[config.mk]
export PLATFORM = sky130hd
export DESIGN_NAME = uart_tx_arbiter
export DESIGN_NICKNAME = d
export VERILOG_FILES = /design/src/rtl/uart_arb_pkg.sv /design/src/rtl/rr_pick.sv /design/src/rtl/uart_tx_arbiter.sv
export SDC_FILE = /design/constraint.sdc
export NUM_CORES = 1
export LEC_CHECK = 0
export BUFFER_PORTS_ARGS = -buffer_cell sky130_fd_sc_hd__buf_2
export CAP_MARGIN = 20
export CELL_PAD_IN_SITES_DETAIL_PLACEMENT = 0
export CELL_PAD_IN_SITES_GLOBAL_PLACEMENT = 1
export CORE_AREA = 2 2 66 68
export DETAILED_ROUTE_END_ITERATION = 6
export DIE_AREA = 0 0 68 70
export PLACE_DENSITY_LB_ADDON = 0.1
export SYNTH_ARGS = -nofsm -noshare
export SYNTH_HDL_FRONTEND = slang
export SYNTH_SLANG_ARGS = --single-unit
[constraint.sdc]
create_clock -name clk -period 2.5 [get_ports clk]
set_clock_uncertainty 0.15 [all_clocks]
set_input_delay 0.5 -clock clk [delete_from_list [all_inputs] [get_ports clk]]
set_output_delay 0.5 -clock clk [all_outputs]
set_load 0.02 [all_outputs]
[src/rtl/uart_arb_pkg.sv]
// Shared types and constants for the UART TX byte arbiter.
// Optional grant statistics are enabled with UART_ARB_STATS_EN.
package uart_arb_pkg;

  typedef enum logic {
    IDLE  = 1'b0,
    GRANT = 1'b1
  } arb_state_t;

  localparam int NREQ_DEF = 4;
  localparam int DW_DEF   = 8;
  localparam int CNT_W    = 16;

  localparam logic [CNT_W-1:0] CNT_MAX = '1;

  function automatic int wrap_inc(
    input int i,
    input int n
  );
    return (i + 1 >= n) ? 0 : i + 1;
  endfunction

endpackage

[src/rtl/rr_pick.sv]
// Combinational round-robin picker.
// Scans upward from ptr with wrap; first eligible index wins.
module rr_pick
  import uart_arb_pkg::*;
#(
  parameter int NREQ = NREQ_DEF
) (
  input  logic [NREQ-1:0]         elig,
  input  logic [$clog2(NREQ)-1:0] ptr,
  output logic                    found,
  output logic [$clog2(NREQ)-1:0] idx
);

  localparam int IW = $clog2(NREQ);

  int j;

  // first eligible requester at or after ptr, wrapping
  always_comb begin
    found = 1'b0;
    idx   = '0;
    j     = 0;
    for (int k = 0; k < NREQ; k++) begin
      j = int'(ptr) + k;
      if (j >= NREQ) j = j - NREQ;
      if (!found && elig[j]) begin
        found = 1'b1;
        idx   = j[IW-1:0];
      end
    end
  end

endmodule

[src/rtl/uart_tx_arbiter.sv]
// Round-robin arbiter feeding single bytes into a UART TX FIFO.
// Define UART_ARB_STATS_EN to add per-requester grant counters.
module uart_tx_arbiter
  import uart_arb_pkg::*;
#(
  parameter int NREQ = NREQ_DEF,
  parameter int DW   = DW_DEF
) (
  input  logic               clk,
  input  logic               rst,
  input  logic [NREQ-1:0]    req,
  input  logic [NREQ*DW-1:0] req_data,
  input  logic [NREQ-1:0]    en_mask,
  input  logic               tx_full,
  output logic               wr_uart,
  output logic [DW-1:0]      w_data,
  output logic [NREQ-1:0]    gnt,
  output logic               busy
`ifdef UART_ARB_STATS_EN
  ,
  input  logic                  cnt_clr,
  output logic [NREQ*CNT_W-1:0] grant_cnt
`endif
);

  localparam int IW = $clog2(NREQ);
  localparam logic [NREQ-1:0] ONE = 1;

  arb_state_t state_q;
  arb_state_t state_d;

  logic [IW-1:0]   ptr_q;
  logic [NREQ-1:0] elig;
  logic            found;
  logic [IW-1:0]   win;
  logic            take;

  assign elig = req & en_mask;

  rr_pick #(
    .NREQ (NREQ)
  ) u_pick (
    .elig  (elig),
    .ptr   (ptr_q),
    .found (found),
    .idx   (win)
  );

  // next state; a grant lasts exactly one cycle
  always_comb begin
    state_d = state_q;
    take    = 1'b0;
    wr_uart = 1'b0;
    busy    = 1'b0;
    unique case (state_q)
      IDLE: begin
        if (found && !tx_full) begin
          take    = 1'b1;
          state_d = GRANT;
        end
      end
      GRANT: begin
        wr_uart = 1'b1;
        busy    = 1'b1;
        state_d = IDLE;
      end
      default: state_d = IDLE;
    endcase
  end

  // state register
  always_ff @(posedge clk) begin
    if (rst) state_q <= IDLE;
    else     state_q <= state_d;
  end

  // latch winner byte, one-hot grant and advance pointer
  always_ff @(posedge clk) begin
    if (rst) begin
      w_data <= '0;
      gnt    <= '0;
      ptr_q  <= '0;
    end else begin
      gnt <= '0;
      if (take) begin
        w_data <= req_data[int'(win)*DW +: DW];
        gnt    <= ONE << win;
        ptr_q  <= IW'(wrap_inc(int'(win), NREQ));
      end
    end
  end

`ifdef UART_ARB_STATS_EN
  logic [CNT_W-1:0] cnt_q [NREQ];

  // saturating grant counters; clear beats increment
  always_ff @(posedge clk) begin
    for (int i = 0; i < NREQ; i++) begin
      if (rst || cnt_clr)
        cnt_q[i] <= '0;
      else if (gnt[i] && cnt_q[i] != CNT_MAX)
        cnt_q[i] <= cnt_q[i] + 1'b1;
    end
  end

  for (genvar g = 0; g < NREQ; g++) begin : g_cnt
    assign grant_cnt[g*CNT_W +: CNT_W] = cnt_q[g];
  end
`endif

endmodule

==> out/qor.csv, run 1 <==
metric;value;unit
Rows;24;
largest area contributor in the netlist;dfxtp_1;
critical path's slowest cell;or4_1;
top-area cell type share of the netlist area;0.2233;
Hold Path Origin;w_data[1];
Main synth FF type;dfxtp_1;
DR iter-0 viols;74;
post-route clock period utilization;0.8389;
Worst Path Required;2.50;ns
CTS tree;done;
Hold Crit Depth;2;
clock-pin slew on the worst setup and hold paths;0.06;ns
max cap viols;0;
worst-skew pair later-pin latency;0.24;ns
Initial Utilization;0.3246;
Die Y;70;um
DRT Pass-1 Iters;4;
CP endpoint kind;flip-flop;
startpoint types;input pin;
via count of the first global-routing pass;1547;
CP startpoint;tx_full;
initial antenna violation count;0;
total placed cells including tap cells;255;
fin util;0.4239;
routed via count;1570;
EDFF count, synth;0;
Final Non-Filler Cells;259;
setup bufs post-CTS;0;
floorplan core area;4144;um2
Via-to-Cell Ratio;6.062;
leading cell types by total area after synthesis;dfxtp_1 22%, a311oi_1 22%, a21bo_2 13%, a21boi_0 8.9%, o221ai_1 5.2%;
Mapped Area;1345;um2
layout cell share with drive strength beyond 1;0.4541;
cts hold-fix bufs;0;
first-pass GRT wire length;7.638;mm
gr ovfl total;0;
worst-path maximum fanout;8;
crit path time final;2.097;ns
crit-path max cell delay;0.69;ns
die area;4760;um2
number of synthesized register bits;15;
boundary pin count;57;
Layout Nets;251;
dpl cell area;1712;um2
Crit path buffers/inverters;1;
synth warn;0;
largest net degree at the start of global routing;19;
Place WS;0.1841;ns
most frequent cell after synthesis;a311oi_1;
setup ws final;0.4027;ns
# diodes;0;
sequential share of the synthesized area;0.2233;
post-route cell area;1757;um2
Avg Inst Size Synth;8.791;um2
Slew Limit Fails;0;
RSZ-0062 raised after global routing;false;
synth unique cells;31;
CTS Sinks;15;
Hold WC Path Type;reg -> reg;
origin of the critical flop-to-flop path;state_q;
WS Path Type;in -> reg;
Synth top cells by count;34 x a311oi_1, 17 x a21bo_2, 16 x a21boi_0;
# setup viols final;0;
Worst Max-Slew Pin Slew;0.6581;ns
cts repair resizes;0;
CP delay by family, top;simple AND/OR/NAND/NOR gates;
Peak Freq;476.8;MHz
Worst slew margin;0.5583;
status;finished, final reports clean;
clock root buffer;clkbuf_8;
Static Leak;0.7282;nW
cell depth of the worst setup path;5;
WP data arrival;2.10;ns
Num CTS Buffers;3;
Area Growth Syn to Fin;30.60;%
final hold viol count;0;
HPWL after DPL;3.528;mm
Bufs on Longest Clock Path;2;
drt wl/cell;18.24;um
post-route antenna net violation count;0;
GP Congestion;0.8826;
Syn Inst Count;153;
peak supply drop;0.2353;mV
critical path cell sequence;buf_2, or2_2, a31o_2, or4_1, o221ai_1;
Cell Pwr Density;454.6;nW/um2
port buffer count;56;
overall routing resource usage;0.2017;
Routed WL;4.725;mm
total nets after synthesis;196;
drc violations;0;
worst r2r path cells;4;
setup_tns;0;ns
H-tree levels;1;
post-synthesis async set-or-reset flop share;0;
Die X;68;um
logic make-up (layout without fill, tap and decap cells):
| family | after synthesis | after routing | share of synthesized area |
|---|---|---|---|
| flops | 15 | 15 | 0.2233 |
| compound gates | 86 | 86 | 0.5489 |
| simple gates | 31 | 31 | 0.1507 |
| buf+inv | 21 | 75 | 0.07721 |
per-layer routing:
metal	track usage	wire length, um
met1	0.2861	2172
met2	0.3193	2249
met3	0.04187	302
met4	0.02667	0
met5	0	0
registers in the layout (all words and copies together) (netlist names):
signal / count
gnt: 4
ptr_q: 2
state_q: 1
w_data: 8
per-stage QoR:
step	hold WS, ns	total power (W)
after floorplan	0.3471	0.0004802
after global placement	0.3380	0.0006004
after detailed placement	0.3444	0.0006076
after CTS	0.3583	0.0008046
after global routing	0.3839	0.0008487
final	0.3544	0.0007986
layout make-up:
class                   count  area [um2]
well taps                  52       65.06
clock buffers               4       45.04
multi-input cells         117       940.9
flip-flops and latches     15       300.3
repair buffers             71       405.4
fillers                   448        2387
layout by cell type (no fill, tap or decap), drive strengths merged, types with 2 or more instances in the layout:
cell type,netlist,final
a21bo,17,17
a21boi,16,16
a21oi,2,2
a311oi,34,34
and2,5,5
and3,2,2
buf,8,71
clkbuf,13,4
dfxtp,15,15
nand2,4,4
nand3b,9,9
nor2,3,3
nor4,2,2
o221ai,8,8
where the power goes:
part | internal [W] | total [W] | leakage [nW] | switching (W)
Sequential | 0.000260 | 0.000274 | 0.123 | 0.0000143
Combinational | 0.000148 | 0.000330 | 0.583 | 0.000182
Clock | 0.000113 | 0.000195 | 0.0228 | 0.0000819
final timing paths:
path / end / slack, ns
min: w_data[1] / 0.35
max: w_data[2] / 0.40
max reg2reg: w_data[2] / 0.45
min reg2reg: w_data[1] / 0.35
worst min-delay path, cell delays in order, from the launching register on:
cell and delay, ns:
dfxtp_1 0.33, nand3b_1 0.08, o221ai_1 0.06
Note: power is estimated with default switching activity, not from simulation.
==> run 2, diff against run 1 <==
Settings changed: CORE_AREA 2 2 66 68 to 2 2 69 71, DIE_AREA 0 0 68 70 to 0 0 71 73.
Clock period 2.5 ns to 1.9 ns, I/O delays scaled along.
==> run 2 against run 1 <==
Effect of this change:
- highest routed layer is now met4
- clock power grew 33%
- via count grew 3.1%
- combinational power grew 66%
- non-clock buffer count grew 11
- final cell count grew 5.0%
- critical endpoint is now w_data[6]
- critical path type is now reg -> reg
- sequential cell count is the same
- cell area grew 15%
==> out/qor.csv, run 2 (synthesis results as in run 1) <==
metric;value;unit;change
status;finished, final reports clean;;
Hold Path Origin;req_data[24];;
Worst slew margin;0.7190;;+0.1607
crit path time final;1.851;ns;
CP endpoint kind;flip-flop;;
filler instances;469;;+4.7%
Final Non-Filler Cells;272;;+5.0%
peak supply drop;0.2856;mV;+21%
critical path cell sequence;and3b_2, a311o_1, buf_12, a311oi_2, o221ai_2;;
worst-skew pair later-pin latency;0.24;ns;about the same
HPWL after DPL;3.719;mm;+5.4%
clock-pin slew on the worst setup and hold paths;0.06;ns;about the same
post-route cell area;2018;um2;+15%
Die Y;73;um;+4.3%
layout cell share with drive strength beyond 1;0.5963;;+0.1422
overall routing resource usage;0.1972;;-0.004521
clock root buffer;clkbuf_8;;
# setup viols final;0;;unchanged
Worst Path Required;1.86;ns;-0.64 ns
fin util;0.4450;;+0.02105
Via-to-Cell Ratio;5.949;;-1.9%
floorplan core area;4536;um2;+9.5%
WP data arrival;1.81;ns;-0.29 ns
Static Leak;0.8163;nW;+12%
CTS Sinks;15;;unchanged
Place WS;-0.2339;ns;-0.4180 ns
drt wl/cell;19.60;um;+7.4%
gr ovfl total;0;;unchanged
Hold Crit Depth;3;;+1
GP Congestion;0.7883;;-11%
Die X;71;um;+4.4%
final hold viol count;0;;unchanged
Cell Pwr Density;579.1;nW/um2;+27%
port buffer count;56;;unchanged
first-pass GRT wire length;8.045;mm;+5.3%
via count of the first global-routing pass;1493;;-3.5%
total placed cells including tap cells;267;;+4.7%
dpl cell area;1792;um2;+4.7%
DR iter-0 viols;89;;+20%
critical path's slowest cell;a311o_1;;
RSZ-0062 raised after global routing;true;;
Biggest register;w_data;;
most common cell after layout, fill and taps aside;buf_2;;
Rows;25;;+4.2%
boundary pin count;57;;unchanged
Crit path buffers/inverters;1;;unchanged
largest net degree at the start of global routing;18;;-1
Num CTS Buffers;3;;unchanged
DRT Pass-1 Iters;4;;unchanged
routed via count;1618;;+3.1%
origin of the critical flop-to-flop path;ptr_q[0];;
drc violations;0;;unchanged
CTS tree;done;;
max reg flops;8;;unchanged
# diodes;0;;unchanged
Top Registers;w_data (8), gnt (4), ptr_q (2);;
hold endpoint;w_data[0];;
die area;5183;um2;+8.9%
most frequent cells in the layout;56 x buf_2, 24 x buf_4, 17 x a21bo_2, 17 x a311oi_1, 16 x a21boi_0;;
Peak Freq;540.4;MHz;
crit-path max cell delay;0.42;ns;-0.27 ns
CP startpoint;ptr_q[0];;
Initial Utilization;0.2966;;-0.02803
Hold WC Path Type;in -> reg;;
startpoint types;flip-flop;;
worst r2r path cells;5;;+1
Slew Limit Fails;0;;unchanged
CP delay by family, top;compound AO/OA/AOI/OAI gates;;
max cap viols;0;;unchanged
reg2reg setup slack;0.05;ns;-0.40 ns
Bufs on Longest Clock Path;2;;unchanged
Area Growth Syn to Fin;50.05;%;
Routed WL;5.330;mm;+13%
WS Path Type;reg -> reg;;
worst-path maximum fanout;12;;+4
post-route antenna net violation count;0;;unchanged
setup ws final;0.04944;ns;-0.3533 ns
initial antenna violation count;0;;unchanged
H-tree levels;1;;unchanged
post-route clock period utilization;0.9740;;
reg2reg end;w_data[6];;
Layout Nets;262;;+4.4%
Worst Max-Slew Pin Slew;0.4187;ns;-0.2395 ns
[run 2: cell count changes in the layout (fill, tap and decap cells not counted), moves of 2 or more]
cell	delta
a311oi_2	+15
buf_4	+10
a311oi_1	-17
a311oi_4	+2
o221ai_2	+2
o221ai_1	-2
[run 2: worst reg2reg max path: stages (launching register included)]
cell and delay (ns):
dfxtp_2 0.32, and3b_2 0.21, a311o_1 0.42, buf_12 0.20
a311oi_2 0.29, o221ai_2 0.14
[run 2: metrics by stage]
| step | setup TNS, ns | hold slack [ns] | total power [W] |
|---|---|---|---|
| 6_report | 0 | 0.3202 | 0.001169 |
| 5_1_grt | -0.03990 | 0.3268 | 0.001241 |
| 4_1_cts | 0 | 0.3229 | 0.001113 |
| 3_5_place_dp | -1.858 | 0.3415 | 0.0008250 |
| 3_3_place_gp | -1.598 | 0.3447 | 0.0008167 |
| 2_1_floorplan | 0 | 0.3278 | 0.0006351 |
[run 2: worst max-delay path by stage]
stage / end / slack, ns / cells past startpoint
2_1_floorplan: w_data[1] / 0.01 / 5
3_3_place_gp: w_data[4] / -0.21 / 6
3_5_place_dp: w_data[4] / -0.23 / 6
4_1_cts: w_data[5] / 0.004 / 5
5_1_grt: ptr_q[1] / -0.03 / 5
6_report: w_data[6] / 0.05 / 5
[run 2: what timing repair did]
| action | CTS | global route |
|---|---|---|
| hold endpoints to repair | 0 | 0 |
| setup endpoints to repair | 8 | 9 |
| setup buffers | 0 | 1 |
| pin swaps | 0 | 5 |
| hold buffers | 0 | 0 |
| resized for setup | 8 | 20 |
[run 2: cell type report]
type | count | area, um2 | area share
timing repair buffer | 82 | 491.7 | 0.2436
tap | 54 | 67.56 | 0.03348
multi-input combinational | 117 | 1112 | 0.5511
sequential | 15 | 301.5 | 0.1494
clock buffer | 4 | 45.04 | 0.02232
[run 2: metal layers]
| layer | global-route usage | part of all wire | vias up |
|---|---|---|---|
| met5 | 0 | 0 | - |
| met4 | 0.03145 | 0.0081 | 0 |
| met3 | 0.03039 | 0.055 | 4 |
| met2 | 0.3178 | 0.46 | 56 |
| met1 | 0.2833 | 0.47 | 783 |
| li1 | - | - | 775 |
[run 2: power breakdown]
part	internal (W)	total [W]	switching (W)
sequential	0.000342	0.000360	0.0000172
clock	0.000148	0.000260	0.000112
combinational	0.000256	0.000549	0.000293
total	0.000746	0.00117	0.000422
==> run 3, diff against run 2 <==
Settings changed: REMOVE_ABC_BUFFERS set to 1, SETUP_SLACK_MARGIN set to 0.1.
==> run 3 against run 2 <==
Effect of this change:
- combinational power hardly changed
- cell area is 4.0% higher
- critical path depth is the same
==> out/qor.csv, run 3 (synthesis results as in run 1) <==
metric;value;unit;change
Cell Pwr Density;561.7;nW/um2;-3.0%
largest net degree at the start of global routing;17;;-1
RSZ-0062 raised after global routing;true;;
Slew Limit Fails;0;;unchanged
layout cell share with drive strength beyond 1;0.6400;;+0.04367
Worst Max-Slew Pin Slew;0.3665;ns;-0.05219 ns
final hold viol count;0;;unchanged
floorplan core area;4536;um2;unchanged
fin util;0.4626;;+0.01766
Static Leak;0.8567;nW;+5.0%
area of the multi-input gates;1131;um2;+1.7%
Bufs on Longest Clock Path;2;;unchanged
GP Congestion;0.8264;;+4.8%
Top Registers;w_data (8), gnt (4), ptr_q (2);;
max cap viols;0;;unchanged
WP data arrival;1.86;ns;+0.05 ns
max reg flops;8;;unchanged
initial antenna violation count;0;;unchanged
Num CTS Buffers;3;;unchanged
post-route antenna net violation count;0;;unchanged
via count of the first global-routing pass;1684;;+13%
Worst slew margin;0.7545;;+0.03555
Routed WL;5.297;mm;-0.62%
drc violations;0;;unchanged
boundary pin count;57;;unchanged
Die X;71;um;unchanged
dpl cell area;1834;um2;+2.4%
Worst Path Required;1.92;ns;+0.06 ns
Final Non-Filler Cells;279;;+2.6%
Layout Nets;269;;+2.7%
CP endpoint kind;flip-flop;;
overall routing resource usage;0.2011;;+0.003870
post-route clock period utilization;0.9648;;-0.009201
CTS Sinks;15;;unchanged
setup ws final;0.06692;ns;+0.01748 ns
Initial Utilization;0.2966;;unchanged
gr ovfl total;0;;unchanged
filler instances;450;;-4.1%
WS Path Type;reg -> reg;;
HPWL after DPL;3.699;mm;-0.54%
clock-pin slew on the worst setup and hold paths;0.07;ns;about the same
Seq. cell area;304.0;um2;+0.83%
status;finished, final reports clean;;
Area Growth Syn to Fin;56.00;%;
H-tree levels;1;;unchanged
drt wl/cell;18.99;um;-3.1%
total placed cells including tap cells;273;;+2.2%
Peak Freq;545.5;MHz;+0.95%
Rows;25;;unchanged
port buffer count;56;;unchanged
crit path time final;1.833;ns;-0.01748 ns
worst r2r path cells;5;;unchanged
Die Y;73;um;unchanged
first-pass GRT wire length;8.280;mm;+2.9%
worst-path maximum fanout;8;;-4
CTS tree;done;;
peak supply drop;0.2939;mV;+2.9%
most common cell after layout, fill and taps aside;buf_2;;
# setup viols final;0;;unchanged
startpoint types;flip-flop;;
post-route cell area;2098;um2;+4.0%
routed via count;1636;;+1.1%
DRT Pass-1 Iters;4;;unchanged
setup_tns;0;ns;unchanged
# diodes;0;;unchanged
Hold Crit Depth;3;;unchanged
Place WS;-0.2207;ns;+0.01316 ns
Via-to-Cell Ratio;5.864;;-1.4%
DR iter-0 viols;64;;-28%
Biggest register;w_data;;
most frequent cells in the layout;57 x buf_2, 29 x buf_4, 18 x a311oi_1, 17 x a21bo_2;;
worst-skew pair later-pin latency;0.25;ns;about the same
die area;5183;um2;unchanged
Hold WC Path Type;in -> reg;;
clock root buffer;clkbuf_8;;
-- run 3: cell count changes in the layout (fill, tap and decap cells not counted), moves of 2 or more --
cell,change
o221ai_1,-5
a311oi_4,-2
dfxtp_2,+2
o221ai_2,+5
dfxtp_1,-2
buf_4,+5
-- run 3: report_power, final --
| group | total (W) | switching, W | internal (W) |
|---|---|---|---|
| combinational | 0.000552 | 0.000289 | 0.000263 |
| clock | 0.000264 | 0.000118 | 0.000145 |
| sequential | 0.000363 | 0.0000194 | 0.000343 |
-- run 3: area by class of cell --
type                            instances  share of cell area
Tap cell                               54             0.03220
Clock buffer                            3             0.01968
Clock inverter                          1            0.002385
Multi-Input combinational cell        117              0.5391
Sequential cell                        15              0.1449
Timing Repair Buffer                   89              0.2618
-- run 3: critical path, stage by stage, from the launching register on --
cell and delay, ns:
dfxtp_2 0.32, or2_4 0.23, a31o_4 0.21, or4_4 0.52
buf_8 0.17, o221ai_2 0.17
-- run 3: layer usage --
layer / global-route usage / share of wire
met5: 0 / 0
met3: 0.03591 / 0.050
met1: 0.2688 / 0.45
met4: 0.02306 / 0.0015
met2: 0.3499 / 0.50
-- run 3: repair_timing --
| action | CTS | global route |
|---|---|---|
| endpoints found under the setup margin | 9 | 10 |
| gates resized for setup | 31 | 5 |
| cloned | 0 | 1 |
| pin swaps | 7 | 6 |
| buffers inserted | 0 | 1 |
| hold endpoints to repair | 0 | 0 |
| hold buffers | 0 | 0 |
-- run 3: final timing paths --
path / from / slack (ns) / endpoint
worst max-delay path: state_q / 0.07 / w_data[4]
worst min-delay path: req_data[24] / 0.32 / w_data[0]
worst max register to register: state_q / 0.07 / w_data[4]
worst min register to register: w_data[1] / 0.37 / w_data[1]
-- run 3: stage by stage --
step	total power [W]	hold slack, ns
after detailed placement	0.0008249	0.3425
after global routing	0.001245	0.3365
after global placement	0.0008136	0.3315
after floorplan	0.0005984	0.3021
final	0.001179	0.3210
after CTS	0.001165	0.3060
